[src/rtl/length_classifier.sv]
// rtl/length_classifier.sv - object-length classifier for a row of presence sensors
module length_classifier #(
    parameter int NUM_SENSORS = 3,
    parameter int DWELL_W     = 16,
    parameter int MAX_DWELL   = 1000,
    localparam int CLS_W      = (NUM_SENSORS <= 2) ? 1 : $clog2(NUM_SENSORS)
) (
    input  logic                   clk,
    input  logic                   rst_n,
    input  logic                   enable,
    input  logic [NUM_SENSORS-1:0] sensor,
    output logic                   busy,
    output logic                   cls_valid,
    output logic [CLS_W-1:0]       cls_idx,
    output logic [NUM_SENSORS-1:0] cls_onehot,
    output logic [DWELL_W-1:0]     dwell,
    output logic                   err_valid,
    output logic [1:0]             err_code
);

    typedef enum logic [1:0] {
        IDLE    = 2'd0,
        MEASURE = 2'd1,
        STUCK   = 2'd2
    } state_t;

    localparam logic [DWELL_W-1:0] MAX_DWELL_C = DWELL_W'(MAX_DWELL);
    localparam logic [1:0] ERR_TIMEOUT = 2'b01;
    localparam logic [1:0] ERR_GAP     = 2'b10;

    state_t                 state_q, state_d;
    logic                   s0_q;
    logic [DWELL_W-1:0]     cnt_q, cnt_d;
    logic [CLS_W-1:0]       max_q, max_d;
    logic                   gap_q, gap_d;
    logic                   busy_q, busy_d;
    logic                   cls_valid_q, cls_valid_d;
    logic [CLS_W-1:0]       cls_idx_q, cls_idx_d;
    logic [NUM_SENSORS-1:0] cls_onehot_q, cls_onehot_d;
    logic [DWELL_W-1:0]     dwell_q, dwell_d;
    logic                   err_valid_q, err_valid_d;
    logic [1:0]             err_code_q, err_code_d;

    logic [CLS_W-1:0]       hi_idx;
    logic                   non_contig;

    always_comb begin
        hi_idx = '0;
        for (int i = 0; i < NUM_SENSORS; i++) begin
            if (sensor[i]) hi_idx = CLS_W'(i);
        end
    end

    // A downstream sensor that is set after a clear one means a sensor dropped out.
    always_comb begin
        logic seen_zero;
        seen_zero  = 1'b0;
        non_contig = 1'b0;
        for (int i = 1; i < NUM_SENSORS; i++) begin
            if (!sensor[i])     seen_zero  = 1'b1;
            else if (seen_zero) non_contig = 1'b1;
        end
    end

    always_comb begin
        state_d      = state_q;
        cnt_d        = cnt_q;
        max_d        = max_q;
        gap_d        = gap_q;
        cls_valid_d  = 1'b0;
        cls_idx_d    = cls_idx_q;
        cls_onehot_d = cls_onehot_q;
        dwell_d      = dwell_q;
        err_valid_d  = 1'b0;
        err_code_d   = err_code_q;

        if (!enable) begin
            state_d = IDLE;
            cnt_d   = '0;
            max_d   = '0;
            gap_d   = 1'b0;
        end else begin
            case (state_q)
                IDLE: begin
                    if (sensor[0] && !s0_q) begin
                        state_d = MEASURE;
                        cnt_d   = DWELL_W'(1);
                        max_d   = hi_idx;
                        gap_d   = non_contig;
                    end
                end
                MEASURE: begin
                    if (sensor[0]) begin
                        if (cnt_q >= MAX_DWELL_C) begin
                            state_d     = STUCK;
                            err_valid_d = 1'b1;
                            err_code_d  = ERR_TIMEOUT;
                        end else begin
                            cnt_d = cnt_q + DWELL_W'(1);
                            max_d = (hi_idx > max_q) ? hi_idx : max_q;
                            gap_d = gap_q | non_contig;
                        end
                    end else begin
                        state_d = IDLE;
                        if (gap_q) begin
                            err_valid_d = 1'b1;
                            err_code_d  = ERR_GAP;
                        end else begin
                            cls_valid_d  = 1'b1;
                            cls_idx_d    = max_q;
                            cls_onehot_d = {{(NUM_SENSORS-1){1'b0}}, 1'b1} << max_q;
                            dwell_d      = cnt_q;
                        end
                    end
                end
                STUCK: begin
                    if (!sensor[0]) state_d = IDLE;
                end
                default: state_d = IDLE;
            endcase
        end

        busy_d = (state_d != IDLE);
    end

    // s0_q resets high so an object already on sensor 0 at reset release is not counted.
    always_ff @(posedge clk or negedge rst_n) begin
        if (!rst_n) begin
            state_q      <= IDLE;
            s0_q         <= 1'b1;
            cnt_q        <= '0;
            max_q        <= '0;
            gap_q        <= 1'b0;
            busy_q       <= 1'b0;
            cls_valid_q  <= 1'b0;
            cls_idx_q    <= '0;
            cls_onehot_q <= '0;
            dwell_q      <= '0;
            err_valid_q  <= 1'b0;
            err_code_q   <= 2'b00;
        end else begin
            state_q      <= state_d;
            s0_q         <= sensor[0];
            cnt_q        <= cnt_d;
            max_q        <= max_d;
            gap_q        <= gap_d;
            busy_q       <= busy_d;
            cls_valid_q  <= cls_valid_d;
            cls_idx_q    <= cls_idx_d;
            cls_onehot_q <= cls_onehot_d;
            dwell_q      <= dwell_d;
            err_valid_q  <= err_valid_d;
            err_code_q   <= err_code_d;
        end
    end

    assign busy       = busy_q;
    assign cls_valid  = cls_valid_q;
    assign cls_idx    = cls_idx_q;
    assign cls_onehot = cls_onehot_q;
    assign dwell      = dwell_q;
    assign err_valid  = err_valid_q;
    assign err_code   = err_code_q;

endmodule

[config.mk]
export PLATFORM = sky130hd
export DESIGN_NAME = length_classifier
export DESIGN_NICKNAME = d
export VERILOG_FILES = /design/src/rtl/length_classifier.sv
export SDC_FILE = /design/constraint.sdc
export NUM_CORES = 1
export LEC_CHECK = 0
export CORE_ASPECT_RATIO = 0.5
export CORE_MARGIN = 4
export CORE_UTILIZATION = 40
export CTS_CLUSTER_DIAMETER = 50
export DETAILED_ROUTE_END_ITERATION = 10
export HOLD_SLACK_MARGIN = 0.08
export RECOVER_POWER = 25
export REMOVE_ABC_BUFFERS = 1
export SLEW_MARGIN = 20
export SYNTH_ARGS = -nofsm -noshare
export SYNTH_HDL_FRONTEND = slang
export SYNTH_SLANG_ARGS = --single-unit
[constraint.sdc]
create_clock -name clk -period 3.7 [get_ports clk]
set_input_delay 0.925 -clock clk [delete_from_list [all_inputs] [get_ports clk]]
set_output_delay 0.925 -clock clk [all_outputs]
set_load 0.01 [all_outputs]
**Yosys cells after proc, flatten, opt, wreduce, memory -nomap -nowiden**

Cells that the tools add are included.

- Eq/ne operators: 8
- Reductions and logical operators: 9
- Order comparisons: 2
- Bitwise gates (word level): 3
- Mux-type cells: 38
- Add/sub/neg operators: 1
- Shifts and indexed selects: 1

Operators by type and width:

| cell | number |
|---|---|
| $mux 16 | 4 |
| $pmux 16 s2 | 1 |
| $mux 2 | 14 |
| $add 16x1->16 const B | 1 |
| $ge 16x10->1 const B | 1 |
| $mux 1 | 16 |
| $ne 3x3->1 const B | 4 |
| $reduce_and 4->1 | 3 |
| $pmux 2 s3 | 1 |
| $reduce_and 5->1 | 1 |
| $pmux 2 s2 | 1 |
| $reduce_bool 2->1 | 2 |
| $ne 3x1->1 const B | 1 |
| $shl 1x2->3 const A | 1 |
| $eq 2x1->1 const B | 1 |
| $eq 2x2->1 const B | 1 |
| $gt 2x2->1 | 1 |
| $logic_not 2->1 | 1 |
| $ne 2x1->1 const B | 1 |
| $not 1->1 | 2 |
| $pmux 1 s2 | 1 |
| $logic_and 1x1->1 | 1 |
| $logic_not 1->1 | 1 |
| $or 1x1->1 | 1 |

- Bits in registers: 48
- Output and inout port bits: 26
- Input bits: 6
- Word-level logic and storage cells: 74

**Logic depth before layout (Yosys ltp)**

Gate-level depths: netlist (run 1).

- Depth in word-level cells: 8
- Gate-level depth with buffers: 8
- Depth with buffers taken out: 7

**Worst setup path before layout (run 1)**

OpenSTA, ideal clock, no wires.

- Path type: in2reg
- Start point: input port enable
- End point: register cls_idx_q[0], in the netlist cls_idx[0]
- Arrival time: 2309 ps
- Data required time: 3575 ps
- Path slack: 1266 ps
- Cell stages on the path: 6
- Setup time: 125 ps
- Buffers on the path: 3
- Cell sequence: clkbuf_8 nand2_1 or3_1 clkbuf_1 buf_1 mux2_2

- Cells in the longest elaborated chain, start to end: 1

Ends and longest elaborated chain:

| element | line | RTL |
|---|---|---|
| start: declaration | 10 | `input logic enable,` |
| $reduce_and 4->1 (no line) | - |  |
| end signal: assignment | 149 | `cls_idx_q <= cls_idx_d;` |
| end: declaration | 38 | `logic [CLS_W-1:0] cls_idx_q, cls_idx_d;` |

Every way passes these cells.
A chain may end at the register's enable or synchronous reset.

**Worst setup path after layout (run 1)**

- Start point: input port sensor[0]
- End point: register max_q[0]

- Cells in the longest elaborated chain, start to end: 3
- Elaborated cells on any way between the ends: 4
- Those cells by class: 2 x eq/ne; 2 x reduce/logical

Ends and longest elaborated chain:

| element | line | RTL |
|---|---|---|
| start: declaration | 11 | `input logic [NUM_SENSORS-1:0] sensor,` |
| $logic_and 1x1->1 | 85 | `if (sensor[0] && !s0_q) begin` |
| $ne 3x3->1 (no line) | - |  |
| $reduce_and 5->1 (no line) (*) | - |  |
| end signal: assignment | 145 | `max_q <= max_d;` |
| end: declaration | 34 | `logic [CLS_W-1:0] max_q, max_d;` |

Every way passes the cells marked *; elsewhere a longest branch is shown, timed or not.

==> results.tsv, run 1 <==
stage	metric	value	unit
status	outcome	finished, final reports clean	
worst_setup_path	CP endpoint kind	register	
cells_and_area	FILL cells	452	
floorplanning	die area	6670	sq um
floorplanning	Initial Utilization	0.426	
cells_and_area	most frequent cells in the layout	dfrtp_1, clkdlybuf4s50_1, mux2_2, nand2_1, nor2_1	
logic_synthesis	Post-synth ARST share	1.00	
sta	FMAX	343	MHz
clock_network	CTS max path bufs	2	
logic_synthesis	EDFF count, synth	0	
logic_synthesis	Mapped Area	2150	sq um
drt	final WL	3960	um
power	Leak	1.21	nW
logic_synthesis	Mapped Cells	182	
worst_setup_path	Worst setup SP type	input port	
worst_setup_path	CP max stage delay	0.62	ns
drt	per-cell routed wire length	13.9	um
clock_network	setup repair bufs after CTS	0	
cells_and_area	layout cells sized above 1	0.191	
clock_network	hold buffers post-CTS	0	
floorplanning	die width	112	um
hold_path	Worst Min Path Start	cls_onehot[2]	
placed_design	placed cells	277	
cells_and_area	Register Area	1200	sq um
sta	Final Hold Fails	0	
clock_network	post_cts resized	0	
cells_and_area	layout net count	224	
logic_synthesis	post-synthesis average cell area	11.8	sq um
drt	DR iter-0 viols	33	
worst_setup_path	crit path DAT	3.11	ns
sta	Worst Skew	0.00458	ns
cells_and_area	Ant. Diodes	0	
hold_path	hold depth	2	
worst_setup_path	worst-path maximum fanout	13	
drt	post-route ant nets	0	
cells_and_area	Synth-to-Final Area Change	21.2	%
placed_design	detailed placer's ending HPWL	2680	um
sta	count of final setup violators	0	
hold_path	Hold Crit Class	reg -> reg	
clock_network	H-tree level count	2	
logic_synthesis	flop and latch count out of synthesis	48	
power	Power Density	411	nW/um^2
worst_setup_path	reg2reg setup slack	1.14	ns
global_routing	antenna violations before repair	0	
worst_setup_path	CP bufs+invs	1	
floorplanning	Die Y	59.8	um
sta	max-slew violations	0	
worst_setup_path	Reg2Reg Depth	5	
hold_path	Hold EP	cls_onehot[2]	
worst_setup_path	data required time of the worst path	3.89	ns
clock_network	CTS tree	done	
cells_and_area	multi-input logic area	847	sq um
worst_setup_path	Largest delay share family, worst path	compound AO/OA/AOI/OAI gates	
logic_synthesis	register area share after synthesis	0.560	
cells_and_area	Post-Layout Cell Count	285	
global_routing	global-route wire length before repair	7000	um
logic_synthesis	Netlist cell types	45	
worst_setup_path	Cell Chain, Critical Path	clkdlybuf4s50_1 -> or2b_2 -> a22o_2 -> a21oi_2 -> o21ai_1 -> mux2_2	
clock_network	Sink Count	48	
sta	fin crit share	0.788	
sta	final hold slack	0.479	ns
floorplanning	core area	5040	sq um
clock_network	Worst-Skew Late Latency	0.30	ns
worst_setup_path	Crit-path slowest cell	clkdlybuf4s50_1	
drt	drt drc	0	
worst_setup_path	worst r2r src	cnt_q[14]	
clock_network	total CTS buffers	5	
sta	Final TNS setup	0	ns
worst_setup_path	Crit Path Class	in -> reg	
sta	min setup slack post-route	0.783	ns
drt	number of vias per cell	4.99	
logic_synthesis	Ys Warns	0	
global_routing	largest net degree at the start of global routing	49	
sta	actual slew at the worst max-slew pin	0.590	ns
power	VDD IR max	0.000180	V
drt	routed vias	1423	
clock_network	CTS Root Cell	clkbuf_8	
global_routing	vias in the first global route	1472	
cells_and_area	most common cell after layout, fill and taps aside	dfrtp_1	
global_routing	gr usage total	0.132	
sta	Tmin final	2.92	ns
floorplanning	I/O pins	32	
sta	Rel. slew slack	0.607	
global_routing	GRT overflow	0	
clock_network	Clock transition at path regs	0.09	ns
placed_design	Final Wtd Congestion	0.763	
sta	RSZ-0062 raised after global routing	no	
placed_design	dpl ws	0.466	ns
floorplanning	row count	18	
logic_synthesis	most used flip-flop cell after synthesis	dfrtp_1	
worst_setup_path	reg-to-reg endpoint	max_q[0]	
flow_run	maxcap violations	0	
placed_design	Port Buffers	31	
drt	first drt pass iteration count	4	
==> cell families (layout without fill, tap and decap cells) <==
| kind of cell | count (synthesis) | after routing | share of synthesized area |
|---|---|---|---|
| AND/OR/NAND/NOR | 54 | 54 | 0.132 |
| flip-flops | 48 | 48 | 0.560 |
| AO/OA/AOI/OAI | 40 | 40 | 0.138 |
| multiplexers | 18 | 18 | 0.0938 |
| buffers and inverters | 16 | 49 | 0.0455 |
| adder cells (fa/ha/maj) | 4 | 4 | 0.0233 |
| XOR/XNOR | 2 | 2 | 0.00816 |
==> metal layers <==
layer  share of wire  up-vias  GRT usage
met4          0.0048        0     0.0260
met3           0.044        2     0.0374
li1                -      701          -
met2            0.42       26      0.208
met5               0        -          0
met1            0.53      694      0.184
==> cell type report <==
| type | count | share of cell area |
|---|---|---|
| clock inverters | 3 | 0.0164 |
| well taps | 70 | 0.0337 |
| multi-input cells | 118 | 0.326 |
| clock buffers | 5 | 0.0265 |
| inverters | 8 | 0.0115 |
| repair buffers | 33 | 0.124 |
| flip-flops and latches | 48 | 0.462 |
==> worst max-delay path by stage <==
stage / start / end / slack [ns] / cells past startpoint
6_report: sensor[0] / max_q[0] / 0.78 / 6
5_1_grt: sensor[0] / max_q[0] / 0.62 / 6
4_1_cts: sensor[0] / max_q[0] / 0.79 / 6
3_5_place_dp: sensor[0] / max_q[0] / 0.47 / 6
3_3_place_gp: sensor[0] / max_q[0] / 0.54 / 6
2_1_floorplan: sensor[0] / max_q[0] / 1.37 / 5
==> tightest hold or removal path, stage by stage (launching register included) <==
cell and delay [ns]:
dfrtp_1 0.35, nand2_1 0.05, o31ai_1 0.05
==> synth_stat cells (all sizes together) (2+ instances only) <==
master | instances | area [sq um]
a211oi | 3 | 22.5
a21oi | 9 | 48.8
a22o | 2 | 18.8
a31o | 2 | 17.5
a32o | 2 | 20.0
a41oi | 2 | 17.5
and2 | 8 | 52.6
and3 | 4 | 25.0
buf | 4 | 33.8
clkbuf | 3 | 21.3
dfrtp | 47 | 1180
ha | 4 | 50.1
inv | 8 | 30.0
mux2 | 17 | 191
nand2 | 16 | 60.1
nand3 | 3 | 15.0
nor2 | 11 | 41.3
o21a | 2 | 15.0
o21ai | 10 | 50.0
o31ai | 4 | 30.0
or3 | 3 | 18.8
xnor2 | 2 | 17.5
==> sequential cells by signal, indices dropped and copies added, names as in the netlist <==
| name | flops |
|---|---|
| max_q | 2 |
| err_code | 2 |
| cls_valid | 1 |
| cnt_q | 16 |
| cls_onehot | 3 |
| busy | 1 |
| state_q | 2 |
| s0_q | 1 |
| dwell | 16 |
| cls_idx | 2 |
| err_valid | 1 |
| gap_q | 1 |
==> stage by stage <==
stage	power, mW	utilization	cell area [sq um]
final	1.07	0.516	2600
after floorplan	0.633	-	2080
after CTS	1.08	0.515	2600
after global placement	0.703	0.493	2490
after global routing	1.12	0.516	2600
after detailed placement	0.706	0.493	2490
==> report_power, final <==
group,switching (mW),internal [mW],total [mW]
Clock,0.176,0.200,0.376
Sequential,0.0163,0.550,0.566
Combinational,0.0627,0.0636,0.126
Power figures use the tool's default switching activity.
==> inputs of run 2 (changes only) <==
- clock period: 3.7 -> 2.5 ns (I/O delays scaled with it)
==> run 2 against run 1 <==
  * Critical path type is now reg -> reg
  * Clock skew increased by 0.0019 ns
  * Largest cell class unchanged
  * Power increased by 40%
  * Final cell count increased by 4.6%
  * Count of clock-buffer cells in the layout increased by 2
  * Cell area increased by 2.4%
==> results.tsv, run 2 (synthesis gave the netlist of run 1 again) <==
stage	metric	value	unit
power	VDD IR max	0.000270	V
placed_design	dpl ws	-0.0538	ns
floorplanning	row count	18	
sta	FMAX	435	MHz
drt	per-cell routed wire length	14.2	um
sta	count of final setup violators	0	
sta	Tmin final	2.30	ns
clock_network	CTS max path bufs	2	
placed_design	Final Wtd Congestion	0.765	
global_routing	gr usage total	0.142	
hold_path	Hold Crit Class	reg -> reg	
sta	actual slew at the worst max-slew pin	1.18	ns
drt	routed vias	1504	
worst_setup_path	Cell Chain, Critical Path	or4_4 -> a2111o_1 -> a21oi_2 -> buf_4 -> a21oi_1 -> a31o_2	
drt	DR iter-0 viols	66	
global_routing	grt met3 use	0.0324	
worst_setup_path	CP endpoint kind	register	
worst_setup_path	worst r2r src	cnt_q[14]	
sta	max-slew violations	0	
status	outcome	finished, final reports clean	
worst_setup_path	Crit-path slowest cell	or4_4	
sta	Worst Skew	0.00646	ns
clock_network	post_cts resized	0	
worst_setup_path	crit path DAT	2.49	ns
cells_and_area	layout cells sized above 1	0.228	
hold_path	Hold EP	cls_onehot[2]	
worst_setup_path	Crit Path Class	reg -> reg	
drt	drt drc	0	
floorplanning	die width	112	um
clock_network	hold buffers post-CTS	0	
power	Power Density	561	nW/um^2
worst_setup_path	worst-path maximum fanout	7	
global_routing	antenna violations before repair	0	
worst_setup_path	reg2reg setup slack	0.20	ns
flow_run	maxcap violations	0	
cells_and_area	layout net count	237	
floorplanning	I/O pins	32	
cells_and_area	Ant. Diodes	0	
worst_setup_path	CP max stage delay	0.54	ns
drt	number of vias per cell	5.05	
drt	post-route ant nets	0	
sta	final hold slack	0.477	ns
global_routing	global-route wire length before repair	7470	um
clock_network	CTS Root Cell	clkbuf_8	
clock_network	setup repair bufs after CTS	0	
worst_setup_path	Reg2Reg Depth	6	
clock_network	Worst-Skew Late Latency	0.30	ns
sta	min setup slack post-route	0.199	ns
clock_network	Clock transition at path regs	0.09	ns
floorplanning	Initial Utilization	0.426	
cells_and_area	most common cell after layout, fill and taps aside	dfrtp_1	
global_routing	GR Util met2	0.221	
floorplanning	core area	5040	sq um
worst_setup_path	Largest delay share family, worst path	compound AO/OA/AOI/OAI gates	
drt	first drt pass iteration count	4	
worst_setup_path	data required time of the worst path	2.69	ns
placed_design	detailed placer's ending HPWL	2990	um
global_routing	vias in the first global route	1523	
cells_and_area	FILL cells	470	
worst_setup_path	reg-to-reg endpoint	cnt_q[2]	
global_routing	grt met1 use	0.199	
sta	fin crit share	0.921	
hold_path	Worst Min Path Start	cls_onehot[2]	
cells_and_area	Post-Layout Cell Count	298	
cells_and_area	Synth-to-Final Area Change	24.1	%
global_routing	GRT overflow	0	
sta	Rel. slew slack	0.215	
drt	final WL	4220	um
floorplanning	die area	6670	sq um
placed_design	placed cells	290	
clock_network	CTS tree	done	
worst_setup_path	CP bufs+invs	1	
cells_and_area	most frequent cells in the layout	dfrtp_1, clkdlybuf4s50_1, mux2_2, nand2_1, buf_4	
clock_network	Sink Count	48	
power	total power	1.49	mW
sta	Final Hold Fails	0	
worst_setup_path	Worst setup SP type	register	
global_routing	largest net degree at the start of global routing	49	
sta	RSZ-0062 raised after global routing	no	
hold_path	hold depth	2	
power	Leak	1.26	nW
floorplanning	Die Y	59.8	um
global_routing	gr busiest metal	met2	
clock_network	H-tree level count	2	
clock_network	total CTS buffers	5	
placed_design	Port Buffers	31	
==> run 2: changes by cell type in the layout (fill, tap and decap cells not counted) <==
cell / delta
bufinv_16: -1
buf_2: +1
clkbuf_2: +1
clkbuf_1: +2
buf_4: +11
clkinvlp_4: -1
==> run 2: stage by stage <==
step / TNS, ns / utilization / instance area (sq um)
2_1_floorplan: 0 / - / 2080
3_3_place_gp: 0 / 0.512 / 2580
3_5_place_dp: -0.172 / 0.512 / 2580
4_1_cts: 0 / 0.529 / 2670
5_1_grt: 0 / 0.528 / 2660
6_report: 0 / 0.528 / 2660
==> run 2: layout make-up <==
class                           instances  area [sq um]  share of cell area
Tap cell                               70          87.6              0.0329
Sequential cell                        48          1200               0.451
Inverter                                8          30.0              0.0113
Timing Repair Buffer                   46           415               0.156
Multi-Input combinational cell        118           847               0.318
Clock inverter                          1          5.00             0.00188
Clock buffer                            7          76.3              0.0287
==> run 2: metal layers <==
metal / routed length (um) / up-vias
li1: - / 742
met3: 159 / 7
met1: 2170 / 726
met2: 1830 / 29
met5: 0 / -
met4: 62 / 0
==> run 2: how the worst max path moves through the flow <==
stage,from,endpoint,depth (start not counted)
after floorplan,cnt_q[14],max_q[0],5
after global placement,sensor[0],cnt_q[2],7
after detailed placement,sensor[0],cnt_q[2],7
after CTS,cnt_q[14],cnt_q[2],6
after global routing,cnt_q[14],cnt_q[2],6
final,cnt_q[14],cnt_q[2],6
==> run 2: report_power, final <==
group | switching (mW) | internal [mW]
Sequential | 0.0242 | 0.814
Clock | 0.253 | 0.197
Combinational | 0.0985 | 0.108
Total | 0.376 | 1.12
==> run 2: worst min-delay path, stage by stage (launching register included) <==
cell	delay [ns]
dfrtp_1	0.35
nand2_1	0.05
o31ai_1	0.05
